==> src/rtl/buffer_route_sequencer_pkg.sv <==
// rtl/buffer_route_sequencer_pkg.sv - shared types and helpers for the buffer route sequencer
package buffer_route_sequencer_pkg;

    localparam int ROUTE_SEL_W  = 5;
    localparam int ROUTE_BEAT_W = 16;
    localparam int ROUTE_REV_W  = 8;

    typedef enum logic [1:0] {
        MODE_IDENT  = 2'd0,
        MODE_ROT    = 2'd1,
        MODE_INC    = 2'd2,
        MODE_BITREV = 2'd3
    } route_mode_e;

    typedef enum logic [1:0] {
        ST_IDLE  = 2'd0,
        ST_RUN   = 2'd1,
        ST_DRAIN = 2'd2
    } route_state_e;

    typedef struct packed {
        route_mode_e               mode;
        logic [ROUTE_SEL_W-1:0]    shift;
        logic [ROUTE_BEAT_W-1:0]   beats;
    } route_cmd_t;

    // Reverse the low w bits of v (w <= ROUTE_REV_W).
    function automatic logic [ROUTE_REV_W-1:0] bitrev(input logic [ROUTE_REV_W-1:0] v, input int w);
        logic [ROUTE_REV_W-1:0] full;
        full = {<<{v}};
        return full >> (ROUTE_REV_W - w);
    endfunction

endpackage

==> src/rtl/buffer_route_sequencer_delay_line.sv <==
// rtl/buffer_route_sequencer_delay_line.sv - route_delay_line: DEPTH-deep {valid,last} tag pipe, reset-cleared
module route_delay_line #(
    parameter int DEPTH = 5
) (
    input  logic clk,
    input  logic rstn,
    input  logic in_valid,
    input  logic in_last,
    output logic out_valid,
    output logic out_last
);

    logic [DEPTH-1:0] valid_sr;
    logic [DEPTH-1:0] last_sr;

    if (DEPTH > 1) begin : g_deep
        always_ff @(posedge clk or negedge rstn) begin
            if (!rstn) begin
                valid_sr <= '0;
                last_sr  <= '0;
            end else begin
                valid_sr <= {valid_sr[DEPTH-2:0], in_valid};
                last_sr  <= {last_sr[DEPTH-2:0], in_last};
            end
        end
    end else begin : g_one
        always_ff @(posedge clk or negedge rstn) begin
            if (!rstn) begin
                valid_sr <= '0;
                last_sr  <= '0;
            end else begin
                valid_sr <= in_valid;
                last_sr  <= in_last;
            end
        end
    end

    assign out_valid = valid_sr[DEPTH-1];
    assign out_last  = last_sr[DEPTH-1];

endmodule

==> src/rtl/buffer_route_sequencer.sv <==
// rtl/buffer_route_sequencer.sv - routing command sequencer issuing per-slot selects with matched valid/last delay.
// ROUTE_CMD_SKID_EN adds a one-entry pending command register for back-to-back commands.
module buffer_route_sequencer
    import buffer_route_sequencer_pkg::*;
#(
    parameter int  MODULE_SLOTS = 32,
    parameter int  NTT_SLOTS    = 32,
    parameter int  STAGE_MODULE = 5,
    parameter int  LATENCY      = STAGE_MODULE,
    parameter int  BEAT_W       = ROUTE_BEAT_W,
    localparam int SEL_W        = $clog2(NTT_SLOTS)
) (
    input  logic                                  clk,
    input  logic                                  rstn,
    input  logic                                  cmd_valid,
    output logic                                  cmd_ready,
    input  logic [1:0]                            cmd_mode,
    input  logic [SEL_W-1:0]                      cmd_shift,
    input  logic [BEAT_W-1:0]                     cmd_beats,
    input  logic                                  stall,
    output logic [MODULE_SLOTS-1:0][SEL_W-1:0]    module_slots,
    output logic [MODULE_SLOTS-1:0][SEL_W-1:0]    ram_slots,
    output logic                                  issue_valid,
    output logic                                  data_valid,
    output logic                                  cmd_done,
    output logic                                  busy
);

    localparam int OUT_W = $clog2(LATENCY + 3);

    route_state_e                         state_q, state_d;
    route_mode_e                          mode_q, mode_d, src_mode;
    logic [SEL_W-1:0]                     shift_q, shift_d, src_shift;
    logic [SEL_W-1:0]                     beat_q, beat_d, src_beat, rot;
    logic [BEAT_W-1:0]                    remain_q, remain_d, src_remain, remain_after;
    logic                                 src_live, idle_accept, do_issue, tag_last;
    logic                                 issue_last_q, zero_done_q, load_pending;
    logic [OUT_W-1:0]                     inflight_q;
    logic                                 dl_valid, dl_last;
    logic                                 pending_valid_q;
    route_cmd_t                           pending_q;
    logic [MODULE_SLOTS-1:0][SEL_W-1:0]   ram_d, mod_d;

`ifdef ROUTE_CMD_SKID_EN
    localparam bit SKID_EN = 1'b1;

    assign cmd_ready = !pending_valid_q;

    always_ff @(posedge clk or negedge rstn) begin
        if (!rstn) begin
            pending_valid_q <= 1'b0;
            pending_q       <= '0;
        end else if (load_pending) begin
            pending_valid_q <= 1'b0;
        end else if (cmd_valid && cmd_ready && state_q != ST_IDLE) begin
            pending_valid_q <= 1'b1;
            pending_q       <= '{mode: route_mode_e'(cmd_mode), shift: cmd_shift, beats: cmd_beats};
        end
    end
`else
    localparam bit SKID_EN = 1'b0;

    assign cmd_ready       = (state_q == ST_IDLE);
    assign pending_valid_q = 1'b0;
    assign pending_q       = '0;
`endif

    // The beat source is the incoming command on an IDLE accept, so the first beat leaves on the accept edge.
    always_comb begin
        idle_accept = (state_q == ST_IDLE) && cmd_valid && cmd_ready;
        src_mode    = mode_q;
        src_shift   = shift_q;
        src_beat    = beat_q;
        src_remain  = remain_q;
        src_live    = (state_q == ST_RUN);
        if (idle_accept) begin
            src_mode   = route_mode_e'(cmd_mode);
            src_shift  = cmd_shift;
            src_beat   = '0;
            src_remain = cmd_beats;
            src_live   = 1'b1;
        end
        do_issue     = src_live && !stall && (src_remain != '0);
        remain_after = src_remain - BEAT_W'(do_issue);
        tag_last     = src_live && (remain_after == '0) && (do_issue || state_q == ST_RUN);
        case (src_mode)
            MODE_ROT: rot = src_shift;
            MODE_INC: rot = src_shift + src_beat;
            default:  rot = '0;
        endcase
    end

    for (genvar g = 0; g < MODULE_SLOTS; g++) begin : g_slot
        localparam logic [SEL_W-1:0]       IDX = SEL_W'(g);
        localparam logic [ROUTE_REV_W-1:0] REV = bitrev(ROUTE_REV_W'(g), SEL_W);
        assign ram_d[g] = (src_mode == MODE_BITREV) ? REV[SEL_W-1:0] : IDX + rot;
        assign mod_d[g] = (src_mode == MODE_BITREV) ? REV[SEL_W-1:0] : IDX - rot;
    end

    // DRAIN waits for the final in-flight last tag; earlier commands may still have tags in the pipe.
    always_comb begin
        state_d      = state_q;
        mode_d       = src_mode;
        shift_d      = src_shift;
        beat_d       = src_beat + SEL_W'(do_issue);
        remain_d     = remain_after;
        load_pending = 1'b0;
        case (state_q)
            ST_IDLE: begin
                if (idle_accept && cmd_beats != '0)
                    state_d = (remain_after == '0) ? ST_DRAIN : ST_RUN;
            end
            ST_RUN: begin
                if (remain_after == '0) begin
                    if (SKID_EN && pending_valid_q) load_pending = 1'b1;
                    else                            state_d = ST_DRAIN;
                end
            end
            ST_DRAIN: begin
                if (dl_last && inflight_q == OUT_W'(1)) begin
                    if (SKID_EN && pending_valid_q) load_pending = 1'b1;
                    else                            state_d = ST_IDLE;
                end
            end
            default: state_d = ST_IDLE;
        endcase
        if (load_pending) begin
            mode_d   = pending_q.mode;
            shift_d  = pending_q.shift;
            beat_d   = '0;
            remain_d = pending_q.beats;
            state_d  = ST_RUN;
        end
    end

    always_ff @(posedge clk or negedge rstn) begin
        if (!rstn) begin
            state_q      <= ST_IDLE;
            mode_q       <= MODE_IDENT;
            shift_q      <= '0;
            beat_q       <= '0;
            remain_q     <= '0;
            issue_valid  <= 1'b0;
            issue_last_q <= 1'b0;
            zero_done_q  <= 1'b0;
            inflight_q   <= '0;
            module_slots <= '0;
            ram_slots    <= '0;
        end else begin
            state_q      <= state_d;
            mode_q       <= mode_d;
            shift_q      <= shift_d;
            beat_q       <= beat_d;
            remain_q     <= remain_d;
            issue_valid  <= do_issue;
            issue_last_q <= tag_last;
            zero_done_q  <= idle_accept && (cmd_beats == '0);
            inflight_q   <= inflight_q + OUT_W'(tag_last) - OUT_W'(dl_last);
            if (do_issue) begin
                module_slots <= mod_d;
                ram_slots    <= ram_d;
            end
        end
    end

    route_delay_line #(
        .DEPTH (LATENCY)
    ) u_delay (
        .clk       (clk),
        .rstn      (rstn),
        .in_valid  (issue_valid),
        .in_last   (issue_last_q),
        .out_valid (dl_valid),
        .out_last  (dl_last)
    );

    assign data_valid = dl_valid;
    assign cmd_done   = dl_last | zero_done_q;
    assign busy       = (state_q != ST_IDLE);

endmodule

==> config.mk <==
export PLATFORM = sky130hd
export DESIGN_NAME = buffer_route_sequencer
export DESIGN_NICKNAME = d
export VERILOG_FILES = /design/src/rtl/buffer_route_sequencer_pkg.sv /design/src/rtl/buffer_route_sequencer_delay_line.sv /design/src/rtl/buffer_route_sequencer.sv
export SDC_FILE = /design/constraint.sdc
export NUM_CORES = 1
export LEC_CHECK = 0
export CAP_MARGIN = 20
export CORE_ASPECT_RATIO = 0.9
export CORE_MARGIN = 1
export CORE_UTILIZATION = 25
export DETAILED_ROUTE_END_ITERATION = 16
export GPL_ROUTABILITY_DRIVEN = 1
export GPL_TIMING_DRIVEN = 1
export PLACE_DENSITY = 0.47
export SYNTH_ARGS = -nofsm -noshare
export SYNTH_HDL_FRONTEND = slang
export SYNTH_SLANG_ARGS = --single-unit
==> constraint.sdc <==
create_clock -name clk -period 6.1 [get_ports clk]
set_clock_uncertainty 0.05 [all_clocks]
set_input_delay 1.22 -clock clk [delete_from_list [all_inputs] [get_ports clk]]
set_output_delay 1.22 -clock clk [all_outputs]
set_load 0.05 [all_outputs]
==> summary.md <==
| Metric | Value |
|---|---|
| Run status | finished clean |
| Total via count after detailed routing | 6632 |
| Final Worst Setup Slack | 0.8692 ns |
| Residual DRC | 0 |
| # port buffers | 351 |
| Area used by multi-input combinational logic | 3323 µm² |
| Area of the core region | 36170 µm² |
| Share of flip-flops with an asynchronous set or reset | 100.0% |
| Area share of the largest cell type after synthesis | 44.58% |
| Final weighted congestion of routability-driven global placement | 0.8070 |
| Placed wire-length estimate | 20630 µm |
| HP Class | flop to flop |
| Vert. Die Dim | 184.0 µm |
| Number of unique standard cell types used by synthesis | ~70 |
| Share of final-layout standard cells stronger than drive strength 1 | about 7.9% |
| Final routed wirelength across all metal layers | 28130 µm |
| Global-route wire length before repair | 42820 µm |
| Primary flip-flop cell chosen by synthesis mapping | dfrtp_1 |
| Final total negative setup slack | 0 ns |
| H-Tree Depth | 4 |
| Remaining antenna violation count after routing | 0 |
| Via count of the first global-routing pass | ~6700 |
| Die Outline Area | 37590 µm² |
| Largest net degree at the start of global routing | 65 |
| Required time of the critical path | 6.35 ns |
| Unrepaired setup endpoints after global routing | false |
| Setup violation total in the final timing report | 0 |
| Sinks on Clock Net | 164 |
| Total Routing Usage GR | 15.27% |
| CTS tree | done |
| Arrival time at the worst endpoint | 5.49 ns |
| Detailed router's first-iteration violation count | 382 |
| Initial antenna violation count | 1 |
| Most numerous cell types in the synthesized netlist | 209 x buf_4, 164 x dfrtp_1, 76 x nand2_1 |
| Critical register-to-register path startpoint | remain_q[7] |
| Most area-hungry cell type in the Yosys netlist | dfrtp_1 |
| Register area | 4104 µm² |
| Post-cts hold buffer count | 0 |
| Number of clock buffers inserted by TritonCTS | 17 |
| Count of cells resized by post-cts repair | 0 |
| Syn_nets | 965 |
| Overflow left after global routing | 0 |
| Worst Tran Pin Value | roughly 0.85 ns |
| Mapped Area | ~9200 µm² |
| Worst setup path startpoint | cmd_beats[7] |
| Reported max-cap violation count | 0 |
| Synthesized area per cell | just over 10 µm² |
| Cell at the root of the clock tree | clkbuf_16 |
| Crit path kind | input pin to flop |
| I/O Pins | ~350 |
| Synthesis-to-layout area growth | 34.28% |
| Count of warnings emitted by yosys | 0 |
| Count of standard-cell rows | 66 |
| Post-layout minimum cycle time | 5.231 ns |
| Fraction of the cycle the final worst path needs | 85.75% |
| Hold path startpoint | u_delay.valid_sr[0] |
| Die width | approximately 200 µm |
| Hold violation total from the final report | 0 |
| Clock insertion delay at the later pin of the skew report | 0.43 ns |
| Setup WS pre-CTS | between 0.4 and 0.5 ns |
| Initial cell density of the core | 25.45% |
| Part of the Yosys area used for sequential elements | 44.58% |
| Routed length per instance | roughly 18 µm |
| Max-slew violations | 0 |
| Clock transition at the registers of the reported paths | approximately 0.070 ns |
| Critical path fanouts, max | 10 |
| Cell count after synthesis | 912 |
| Number of storage elements in the synthesis netlist | 164 |
| Final layout net count | around 1100 |
| Capturing element type of the critical path | flop |
| Number of flops mapped to enable cells by yosys | 0 |
| Number of fill cells | 3635 |
| Element type at the critical path start | input pin |
| Max Clk Rate | 191.2 MHz |
| Vias per std cell | between 4 and 5 |
| Setup fix buffers added after clock tree synthesis | 0 |
| Buffer levels on the longest clock path | 2 |
| Largest cells by area after synthesis | dfrtp_1 45%, buf_4 17%, ha_1 3.3% |
| Count leader, synth | buf_4 |
| Number of detailed-route iterations in the first pass | 5 |
| Max-slew headroom | 43.58% |
## final cells by class
class | count | share of cell area [%]
timing repair buffer | 368 | 29.49
inverter | 22 | 0.6883
multi-input combinational | 484 | 26.89
tap | 476 | 4.818
antenna | 1 | 0.02024
clock inverter | 9 | 0.9515
sequential | 164 | 33.20
clock buffer | 23 | 3.948
## routing by layer
metal	track usage, %	vias up	part of all wire (%)
met5	0	-	0
met4	3.552	0	0.90
met3	3.226	11	5.0
met2	26.44	222	51
met1	19.29	3264	44
li1	-	3135	-
## final timing paths
| check | endpoint | slack, ns | depth (start not counted) |
|---|---|---|---|
| max in group asynchronous | module_slots[106] | 4.14 | 2 |
| worst min register to register | u_delay.valid_sr[1] | 0.30 | 0 |
| worst max-delay path | inflight_q[1] | 0.87 | 16 |
| min in group asynchronous | remain_q[1] | 0.70 | 1 |
| worst min-delay path | u_delay.valid_sr[1] | 0.30 | 0 |
| worst max register to register | inflight_q[1] | 1.55 | 15 |
## worst max-delay path, cell delays in order
cell and delay (ns):
clkdlybuf4s50_1 0.50, or4_1 0.61, nor3b_2 0.26, nand4_1 0.22
nand3_4 0.14, inv_2 0.05, ha_1 0.34, nor4b_1 0.23
xnor2_1 0.24, mux2i_1 0.14, nor2_1 0.18, nor4bb_1 0.29
nand4b_1 0.21, a21oi_1 0.24, ha_1 0.20, fa_1 0.40
## placed cells by master, fill, tap and decap left out, types with 5 or more instances in the layout
master and instances:
a21o_1 5, a21oi_1 41, a22o_1 18, and2_1 5, buf_4 17, clkbuf_16 17
clkbuf_8 5, clkdlybuf4s50_1 350, dfrtp_1 164, ha_1 24, inv_1 18, mux2i_1 16
nand2_1 76, nand2b_1 6, nand3_1 6, nand4_1 5, nor2_1 57, nor2b_1 5
nor3_1 16, nor4_1 5, nor4b_1 5, o21a_1 11, o21ai_0 29, o21ai_1 10
o22a_1 20, xnor2_1 34, xor2_1 21
## cells by family after synthesis
family / share of synthesized area, %
XOR/XNOR: 6.117
AO/OA/AOI/OAI: 11.59
flip-flops: 44.58
adder cells (fa/ha/maj): 3.697
multiplexers: 2.542
AND/OR/NAND/NOR: 11.88
buffers and inverters: 19.59
## state kept, by name, indices dropped and copies added (netlist names)
register,cells
shift_q,5
issue_last_q,1
remain_q,16
inflight_q,3
state_q,2
module_slots,60
u_delay.last_sr,5
beat_q,5
mode_q,2
u_delay.valid_sr,5
issue_valid,1
ram_slots,58
zero_done_q,1
## stage by stage
stage / cells / area, µm² / util (%) / hold slack, ns
3_3_place_gp: 1514 / 11750 / 32.49 / 0.2825
2_1_floorplan: 912 / 9205 / - / 0.2812
5_1_grt: 1547 / 12360 / 34.17 / 0.3058
6_report: 1547 / 12360 / 34.17 / 0.2981
3_5_place_dp: 1514 / 11750 / 32.49 / 0.2847
4_1_cts: 1546 / 12360 / 34.17 / 0.3015
Power is left out: the tool's default activity adds up to more than one toggle a clock period on the data nets, which glitch-free logic cannot reach.
==> patch, RTL diff (config.mk and constraints unchanged) <==
Add a define of `ROUTE_CMD_SKID_EN`.
--- a/src/rtl/buffer_route_sequencer.sv
+++ b/src/rtl/buffer_route_sequencer.sv
@@ -1,5 +1,7 @@
 // rtl/buffer_route_sequencer.sv - routing command sequencer issuing per-slot selects with matched valid/last delay.
 // ROUTE_CMD_SKID_EN adds a one-entry pending command register for back-to-back commands.
+`define ROUTE_CMD_SKID_EN
+
 module buffer_route_sequencer
     import buffer_route_sequencer_pkg::*;
 #(
Check against the original RTL: not equivalent (Yosys sat finds a counterexample within 4 cycles, from zero or initial values and one cycle with rstn low).
==> patch against the unedited design <==
  * Sequential cell count up 22
  * Worst setup slack worse by 400 ps
  * Largest cell class unchanged
  * Core utilization about the same
  * Cell area up 10%
  * Synthesized area up 11%
  * Final cell count up 12%
  * Die area up 11%
  * Register-to-register slack worse by 560 ps
  * Wire length up 8.1%
  * Hold slack better by 2.8 ps
Power is left out: it rests on default switching activity, and per cell area and clock period it moved more than threefold.
==> patch: results <==
{
  "gp_congestion": 0.863,
  "outcome": "complete, no violations",
  "slew_headroom_pct": 37.0,
  "antenna_found_initial": 1,
  "hold_start": "u_delay.last_sr[0]",
  "vias_per_cell": 4.34,
  "synth_compound_area_share_pct": 11.3,
  "synth_fa_ha_area_share_pct": 3.58,
  "final_util_pct": 34.2,
  "synth_xor_xnor_area_share_pct": 4.72,
  "synthMuxAreaShare_pct": 5.32,
  "ff2ff_path_depth": 20,
  "numCtsBuffers": 17,
  "top_layer_used": "met5",
  "synthDistinctLibCells": 54,
  "drt_iter0_markers": 404,
  "worstSetupStartpoint": "cmd_valid",
  "hold_depth": 0,
  "dp.cells": 1705,
  "grt_usage_pct": 14.8,
  "wirelength_mm": 30.4,
  "grt_start_max_net_pins": 97,
  "synth.area.top_cells": "dfrtp_1 46%, buf_4 15%, nand2_1 4.2%",
  "final_layout_size_suffix_gt1_share_pct": 9.96,
  "met1_length_mm": 14.0,
  "cp.arrival_ps": 5900,
  "dr_wl_met3_mm": 1.61,
  "crit_path_max_fanout": 6,
  "synthesis.nets": 1081,
  "reg.largest.list": "ram_slots x65, module_slots x51, pending_q x23",
  "nFillCells": 4029,
  "fin_crit_sh_pct": 92.3,
  "grt_util_met2_pct": 24.1,
  "route.met2.wl_mm": 14.4,
  "met1_usage_pct": 19.5,
  "antenna_cells": 0,
  "synthCells": 1026,
  "ff2ff_setup_slack_ps": 990,
  "hpwl_mm": 22.2,
  "layout.cells.non_filler": 1737,
  "dp_slack_ps": 12.2,
  "holdWs_ps": 301,
  "seq_area_frac_synth_pct": 45.6,
  "grt_pass1_wl_mm": 47.4,
  "fin_nets": 1247,
  "synth.top_cells.by_count": "204 x buf_4, 186 x dfrtp_1, 113 x nand2_1, 69 x nor2_1, 46 x a21oi_1",
  "clk_latency_ps": 450,
  "placed_cell_area_mm2": 0.0130,
  "grt_pass1_vias": 7490,
  "r2r_start": "state_q[0]",
  "grtUsageMet3_pct": 3.37,
  "cts-htree-levels": 4
}
## patch: cell types whose count changed after synthesis, moves of 8 or more
cell      change
dfrtp_1      +22
mux2_2       +26
clkbuf_1      +8
mux2_1        +8
nor2_1       +11
nand2_1      +37
o21ai_0       +8
## patch: kinds of logic after synthesis
logic type / after synthesis
compound gates: 177
xor+xnor: 55
fa+ha+maj: 28
buf+inv: 270
flops: 186
mux: 50
simple gates: 260
## patch: layout make-up
cell class	instances	share of cell area, %
inverter	21	0.578
sequential	186	34.2
multi-input combinational	570	27.7
clock inverter	15	1.13
tap	532	4.88
clock buffer	17	3.12
timing repair buffer	396	28.4
## patch: critical path: stages
cell and delay [ps]:
clkdlybuf4s50_1 600, and3b_1 260, nor4b_1 80, o22a_1 250, a31oi_1 310, o21ai_4 100
inv_2 70, ha_1 180, nor3b_1 270, mux2_2 230, buf_4 130, nand2b_1 50
o22a_1 220, or4_1 480, or4_4 530, buf_4 160, nor2_1 160, ha_1 190
fa_1 400
